**config.mk**
```make
export PLATFORM = sky130hd
export DESIGN_NAME = ps2_player_input_mapper
export DESIGN_NICKNAME = d
export VERILOG_FILES = /design/src/rtl/ps2_player_input_mapper.sv
export SDC_FILE = /design/constraint.sdc
export NUM_CORES = 1
export LEC_CHECK = 0
export CORE_MARGIN = 3
export CORE_UTILIZATION = 52
export CTS_BUF_LIST = sky130_fd_sc_hd__clkbuf_4
export CTS_CLUSTER_DIAMETER = 100
export DETAILED_ROUTE_END_ITERATION = 10
export GPL_TIMING_DRIVEN = 0
export PLACE_DENSITY = 0.9
export RECOVER_POWER = 50
export SYNTH_ARGS = -nofsm -noshare
export SYNTH_HDL_FRONTEND = slang
export SYNTH_SLANG_ARGS = --single-unit
```
**constraint.sdc**
```tcl
create_clock -name clock -period 3.4 [get_ports clock]
set_input_delay 0.34 -clock clock [delete_from_list [all_inputs] [get_ports clock]]
set_output_delay 0.34 -clock clock [all_outputs]
set_load 0.01 [all_outputs]
```
**src/rtl/ps2_player_input_mapper.sv**
```systemverilog
// Decodes the PS/2 scan-code byte stream (E0 extended / F0 break prefixes) into
// per-player held-key bitmaps, one-cycle arrow events with a repeat cooldown, and a restart pulse.
module ps2_player_input_mapper #(
  parameter int NUM_PLAYERS = 2,
  parameter logic [NUM_PLAYERS*45-1:0] KEYMAP = {
    9'h1FF, 9'h174, 9'h172, 9'h16B, 9'h175,
    9'h1FF, 9'h023, 9'h01B, 9'h01C, 9'h01D},
  parameter int COOLDOWN = 16,
  parameter logic [7:0] RESTART_CODE = 8'h2D
) (
  input  logic                     clock,
  input  logic                     reset,
  input  logic [7:0]               ps2_key_data,
  input  logic                     ps2_key_pressed,
  output logic [NUM_PLAYERS-1:0]   key_pressed,
  output logic [8*NUM_PLAYERS-1:0] arrow_input,
  output logic [5*NUM_PLAYERS-1:0] held_keys,
  output logic                     restart_pulse
);

  localparam int CW = (COOLDOWN < 1) ? 1 : $clog2(COOLDOWN + 1);

  typedef enum logic [1:0] {
    S_IDLE    = 2'd0,
    S_EXT     = 2'd1,
    S_BRK     = 2'd2,
    S_EXT_BRK = 2'd3
  } parser_state_t;

  parser_state_t r_state;
  parser_state_t w_next_state;
  logic          w_make;
  logic          w_brk;
  logic          w_ext;
  logic          r_restart;

  always_ff @(posedge clock) begin
    if (reset) r_state <= S_IDLE;
    else       r_state <= w_next_state;
  end

  // A byte completes a make or break only when it is neither prefix.
  always_comb begin
    w_next_state = r_state;
    w_make       = 1'b0;
    w_brk        = 1'b0;
    w_ext        = 1'b0;
    if (ps2_key_pressed) begin
      case (r_state)
        S_IDLE: begin
          if (ps2_key_data == 8'hE0)      w_next_state = S_EXT;
          else if (ps2_key_data == 8'hF0) w_next_state = S_BRK;
          else w_make = 1'b1;
        end
        S_EXT: begin
          if (ps2_key_data == 8'hE0)      w_next_state = S_EXT;
          else if (ps2_key_data == 8'hF0) w_next_state = S_EXT_BRK;
          else begin
            w_make       = 1'b1;
            w_ext        = 1'b1;
            w_next_state = S_IDLE;
          end
        end
        S_BRK: begin
          if (ps2_key_data == 8'hE0)      w_next_state = S_EXT_BRK;
          else if (ps2_key_data == 8'hF0) w_next_state = S_BRK;
          else begin
            w_brk        = 1'b1;
            w_next_state = S_IDLE;
          end
        end
        default: begin
          if ((ps2_key_data == 8'hE0) || (ps2_key_data == 8'hF0)) w_next_state = S_EXT_BRK;
          else begin
            w_brk        = 1'b1;
            w_ext        = 1'b1;
            w_next_state = S_IDLE;
          end
        end
      endcase
    end
  end

  always_ff @(posedge clock) begin
    if (reset) r_restart <= 1'b0;
    else       r_restart <= w_make && !w_ext && (ps2_key_data == RESTART_CODE);
  end
  assign restart_pulse = r_restart;

  for (genvar p = 0; p < NUM_PLAYERS; p++) begin : g_player
    logic [4:0]    r_held;
    logic          r_event;
    logic [7:0]    r_arrow;
    logic [CW-1:0] r_cd;
    logic          w_hit;
    logic [2:0]    w_k;

    // Descending scan so the lowest matching slot wins on duplicates.
    always_comb begin
      w_hit = 1'b0;
      w_k   = 3'd0;
      for (int k = 4; k >= 0; k--) begin
        if ((KEYMAP[p*45+k*9 +: 9] != 9'h1FF) &&
            (KEYMAP[p*45+k*9 +: 9] == {w_ext, ps2_key_data})) begin
          w_hit = 1'b1;
          w_k   = 3'(k);
        end
      end
    end

    always_ff @(posedge clock) begin
      if (reset) begin
        r_held  <= 5'd0;
        r_event <= 1'b0;
        r_arrow <= 8'd0;
        r_cd    <= '0;
      end else begin
        r_event <= 1'b0;
        if (r_cd != '0) r_cd <= r_cd - CW'(1);
        if (w_brk && w_hit) r_held[w_k] <= 1'b0;
        if (w_make && w_hit && !r_held[w_k]) begin
          r_held[w_k] <= 1'b1;
          if (r_cd == '0) begin
            r_event <= 1'b1;
            r_arrow <= 8'(w_k) + 8'd1;
            r_cd    <= CW'(COOLDOWN);
          end
        end
      end
    end

    assign key_pressed[p]         = r_event;
    assign arrow_input[8*p +: 8]  = r_arrow;
    assign held_keys[5*p +: 5]    = r_held;
  end

endmodule

```
## Word level (Yosys, flattened, before mapping)

Cells that the tools add are included.

| cells by class | value |
|---|---|
| add/subtract/negate cells | 4 |
| $mul | 0 |
| div/mod/pow operators | 0 |
| $lt $le $gt $ge | 4 |
| equal/unequal tests | 14 |
| shifts and indexed selects | 0 |
| multiplexer cells | 55 |
| bitwise logic cells | 8 |
| reduce and logical (&&, ||, !) cells | 26 |

Operators with widths:

| kind | number |
|---|---|
| 5-bit two-way mux | 12 |
| 9-bit == test, first input constant | 4 |
| 5-bit by 9-bit == test with 1-bit output, first input constant | 3 |
| 1-bit two-way mux | 21 |
| 2-bit two-way mux | 9 |
| 3-bit two-way mux | 6 |
| 8-bit == test, second input constant | 2 |
| 5-bit bitwise AND | 2 |
| 1-bit logical AND | 10 |
| 5-bit logical NOT | 2 |
| 5-bit inverter | 2 |
| 5-bit OR | 2 |
| 5-bit nonzero test | 2 |
| 5-bit by 1-bit subtractor with 5-bit output, second input constant | 2 |
| 6-bit by 9-bit == test with 1-bit output, first input constant | 1 |
| 3-bit by 1-bit adder with 4-bit output, second input constant | 2 |
| 8-bit by 6-bit == test with 1-bit output, second input constant | 1 |
| 3-bit by 4-bit less-than comparator with 1-bit output, second input constant | 2 |
| 2-bit OR reduction | 4 |
| 1-bit binary-select mux with 3-bit select | 2 |
| 1-bit demux with 3-bit select | 2 |
| 3-bit by 1-bit >= comparator with 1-bit output, second input constant | 2 |
| 2-bit case mux with 3 select lines | 1 |
| 2-bit AND reduction | 3 |
| other kinds (8) | 12 |

| storage, ports and cells | value |
|---|---|
| bits in registers | 41 |
| bits in latches | 0 |
| RAM bits | 0 |
| ROM bits | 0 |
| bits of input ports | 11 |
| output and inout port bits | 29 |
| logic and storage cells | 121 |
| memories | 0 |

## Depth between registers and ports, before layout

| logic depth | value |
|---|---|
| depth after elaboration | 20 |
| mapped depth | 9 |
| depth with buffers taken out | 8 |

## Worst setup path after synthesis

Ideal clock, no wire load.

| timing path | value |
|---|---|
| kind | input-to-reg |
| start point | in ps2_key_data[4] |
| end point | reg g_player[0].r_arrow[1] |
| setup time | 0.071 ns |
| data arrival time | 2.399 ns |
| data required time | 3.329 ns |
| slack | 0.930 ns |
| stages | 9 |
| path buffers | 2 |
| cells stage by stage | clkbuf_1 -> or3b_1 -> a211o_1 -> or2_0 -> buf_2 -> inv_1 -> ha_1 -> or4_1 -> a21oi_1 |

| on the way | value |
|---|---|
| word-level cells in the longest chain between the ends | 15 |
| elaborated cells on any way between the ends | 29 |
| classes of those cells | add/sub: 1; eq/ne: 6; mux: 17; reduce/logical: 5 |

Ends and longest elaborated chain:

| item | RTL line | RTL |
|---|---|---|
| start, declared | 13 | `input logic [7:0] ps2_key_data,` |
| 8-bit == test (on tied branches) | -- |  |
| 1-bit two-way mux or 1-bit logical OR (tied branches) | 52, 57, 73 |  |
| 1-bit two-way mux (on tied branches) | -- |  |
| 1-bit case mux with 2 select lines | 49 | `case (r_state)` |
| 1-bit two-way mux | 48 | `if (ps2_key_pressed) begin` |
| 6-bit by 9-bit == test with 1-bit output | 104 | `(KEYMAP[p*45+k*9 +: 9] == {w_ext, ps2_key_data})) begin` |
| 2-bit two-way mux | 103 | `if ((KEYMAP[p*45+k*9 +: 9] != 9'h1FF) &&` |
| 3-bit two-way mux (3 in series) | 103 |  |
| 1-bit binary-select mux with 3-bit select | 121 | `if (w_make && w_hit && !r_held[w_k]) begin` |
| 1-bit two-way mux (not written as such) | 121 |  |
| 1-bit logical NOT | 121 |  |
| 1-bit logical AND | 121 |  |
| 2-bit AND reduction (no source line) | -- |  |
| end signal, assigned | 125 | `r_arrow <= 8'(w_k) + 8'd1;` |
| end, declared | 93 | `logic [7:0] r_arrow;` |

Several ways; a longest one is shown, not always the timed one. The select of a mux whose other input is x is not followed.
A chain may end at the register's enable or synchronous reset.

## Worst setup path in the final report

| timing path | value |
|---|---|
| start point | in ps2_key_data[2] |
| end point | reg g_player[0].r_arrow[1] |

Same word-level chain as after synthesis.

==> results.py <==
metrics = {
    "flow_run": {
        "drv_cap": 0,
    },
    "logic_synthesis": {
        "yosysSeqAreaShare": 0.326,
        "synthFlopType": "dfxtp_1",
        "yosys.area.top_type": "dfxtp_1",
        "netlist_instances": 215,
        "synthArstFlopShare": 0,
        "synthTopCellsByCount": "dfxtp_1 (29), nor2_1 (20), inv_1 (18), nor3_1 (15), buf_4 (14)",
        "yosys.area.top_type_share": 0.326,
        "synth_edf_count": 0,
        "synth.avg_cell_area_um2": 8.29,
        "synth.area.top_cells": "dfxtp_1 (33%), buf_4 (5.9%), ha_1 (4.2%)",
        "synth.distinct_cells": 57,
        "synth_warnings": 0,
        "ys_ff_latch": 29,
        "synthMostInstantiatedCell": "dfxtp_1",
        "synth.cell_area_um2": 1780,
    },
    "clock_tree": {
        "cts_root_buf": "clkbuf_4",
        "cts_buffers": 5,
        "tritoncts": "yes",
        "clk_pin_slew_worst_paths_ns": 0.10,
        "htree_num_levels": 2,
        "clockBufferDepth": 2,
        "cts_setup_buffers": 0,
        "ctsResizeCount": 0,
        "clock_sinks": 29,
        "cts_hold_buf": 0,
        "clk_latency_ns": 0.33,
    },
    "power": {
        "power_frac_clock": 0.208,
        "p_seq_frac": 0.427,
        "ir_drop_uv": 190,
        "sw_frac_of_total": 0.359,
        "power.switching_uw": 352,
        "power.leakage_uw": 0.000875,
        "power_uw": 981,
        "pwr-share-comb": 0.366,
        "p_per_area_nw_per_um2": 447,
        "intPower_uw": 629,
    },
    "worst_setup_path": {
        "critPathMaxFanout": 7,
        "cp-end-kind": "register",
        "arrival_ns": 3.05,
        "critPathLaunchType": "primary input",
        "critical_path_class": "primary input to register",
        "required_ns": 3.65,
    },
    "placed_design": {
        "place_congestion": 0.903,
        "hpwl_um": 2880,
        "placed_area_um2": 2140,
        "dp_slack_ns": 0.280,
        "port_buffers": 26,
    },
    "final_layout": {
        "stdcell_area_um2": 2190,
        "fillers": 285,
        "area_growth_pct": 23.1,
        "multi_input_area_um2": 1040,
        "drive_gt1_frac": 0.158,
        "seqCellArea_um2": 581,
        "num-nets-final": 276,
        "antennaDiodeCount": 0,
    },
    "die": {
        "initial_core_util": 0.565,
        "rows": 20,
        "coreArea_um2": 3150,
        "die_area_um2": 4160,
        "io_pins": 40,
        "die_height_um": 64.5,
        "die_w_um": 64.5,
    },
    "sta": {
        "fin_worst_skew_ns": 0.0137,
        "hold_slack_ns": 0.458,
        "hold_viol_final": 0,
        "fmax_ghz": 0.357,
        "finalMaxSlewViolations": 0,
        "layout_setup_ws_ns": 0.598,
        "tightest_slew_ns": 0.707,
        "period_needed_ns": 2.80,
        "period_share": 0.824,
        "rsz0062_at_grt": "false",
        "relSlewSlack": 0.523,
        "setup_viol": 0,
        "setup-tns-final_ns": 0,
    },
    "global_routing": {
        "antenna_found_initial": 0,
        "grt_pass1_vias": 1505,
        "grt_use_total": 0.196,
        "gr-total-overflow": 0,
        "grt_pass1_wl_um": 6570,
        "grt_max_degree": 11,
    },
    "status": {
        "outcome": "completed",
    },
    "routing": {
        "drc": 0,
        "viasPerCell": 5.37,
        "dr_total_vias": 1633,
        "wl_per_cell_um": 12.1,
        "postRouteAntennaNets": 0,
        "wl_um": 3690,
        "dr.pass1.iters": 5,
        "drt_iter0_markers": 60,
    },
    "min_path": {
        "min_path_type": "primary input to register",
    },
}
[final cells by class]
cell class | instances | share of cell area
Multi-Input combinational cell | 159 | 0.476
Sequential cell | 29 | 0.265
Timing Repair Buffer | 26 | 0.119
Buffer | 20 | 0.0593
Inverter | 18 | 0.0308
Tap cell | 44 | 0.0251
Clock buffer | 6 | 0.0205
Clock inverter | 2 | 0.00456
[flip-flops by register name, summed over array words and instances (netlist names)]
register          count
r_state               2
g_player.r_event      2
g_player.r_cd        10
restart_pulse         1
g_player.r_arrow      6
g_player.r_held       8
[cell usage in the layout, fill, tap and decap left out, types with 2 or more instances in the layout]
| cell type | netlist | final |
|---|---|---|
| conb_1 | 1 | 12 |
| or3_4 | 2 | 2 |
| nor2b_1 | 4 | 4 |
| nand2_1 | 9 | 9 |
| o31ai_1 | 2 | 2 |
| o21ai_0 | 7 | 7 |
| nor4_1 | 4 | 4 |
| clkbuf_4 | 0 | 6 |
| xnor2_1 | 4 | 4 |
| nor3_1 | 15 | 15 |
| dlygate4sd3_1 | 0 | 19 |
| clkdlybuf4s50_1 | 0 | 7 |
| or4_1 | 3 | 3 |
| clkbuf_1 | 4 | 4 |
| or3b_2 | 2 | 2 |
| buf_4 | 14 | 14 |
| o211ai_1 | 2 | 2 |
| a31o_2 | 2 | 2 |
| a31oi_1 | 3 | 3 |
| and3_1 | 2 | 2 |
| nor2_1 | 20 | 20 |
| nand3_1 | 6 | 6 |
| dfxtp_1 | 29 | 29 |
| a21oi_1 | 13 | 13 |
| a211oi_1 | 5 | 5 |
| ha_1 | 6 | 6 |
| buf_2 | 2 | 2 |
| mux2i_1 | 2 | 2 |
| and2_1 | 2 | 2 |
| nand3b_1 | 3 | 3 |
| inv_1 | 18 | 18 |
| clkinv_2 | 0 | 2 |
[critical path: stages]
cell,delay (ns)
clkdlybuf4s50_1,0.55
or4b_4,0.51
or3_4,0.38
a21oi_1,0.25
inv_1,0.09
ha_1,0.29
or4_1,0.52
a21oi_1,0.13
[per-stage QoR]
step,utilization,instances
finish,0.696,304
global route,0.696,304
CTS,0.696,304
detailed placement,0.678,296
global placement,0.678,296
floorplan,-,226
[metal layers]
layer | GRT usage | vias up | wire length (um)
met5 | 0 | - | 0
met4 | 0.0950 | 0 | 72
met3 | 0.0416 | 5 | 255
met2 | 0.313 | 65 | 1720
met1 | 0.251 | 722 | 1640
li1 | - | 841 | -
[power by group through the flow]
stage	logic (uW)	registers (uW)	clock network [uW]
final	358	419	203
after global routing	417	426	228
after floorplan	287	419	0
after global placement	339	425	0
after detailed placement	358	427	0
after CTS	361	419	215
[final timing paths]
check	from	endpoint	slack, ns	cells past startpoint
min reg2reg	g_player[1].r_cd[4]$_SDFF_PP0_	g_player[1].r_cd[4]$_SDFF_PP0_	0.46	2
max	ps2_key_data[2]	g_player[0].r_arrow[1]$_SDFFE_PP0P_	0.60	8
min	ps2_key_data[4]	r_state[1]$_SDFFE_PP0P_	0.46	3
max reg2reg	r_state[0]$_SDFFE_PP0P_	g_player[0].r_arrow[1]$_SDFFE_PP0P_	0.90	8
[kinds of logic after synthesis]
kind of cell	after synthesis	share of synthesized area
mux	4	0.0260
flops	29	0.326
xor+xnor	4	0.0197
compound gates	48	0.203
simple gates	85	0.270
other cells	1	0.00210
buf+inv	38	0.111
fa+ha+maj	6	0.0421
No activity file was read; power rests on OpenSTA's default activity.
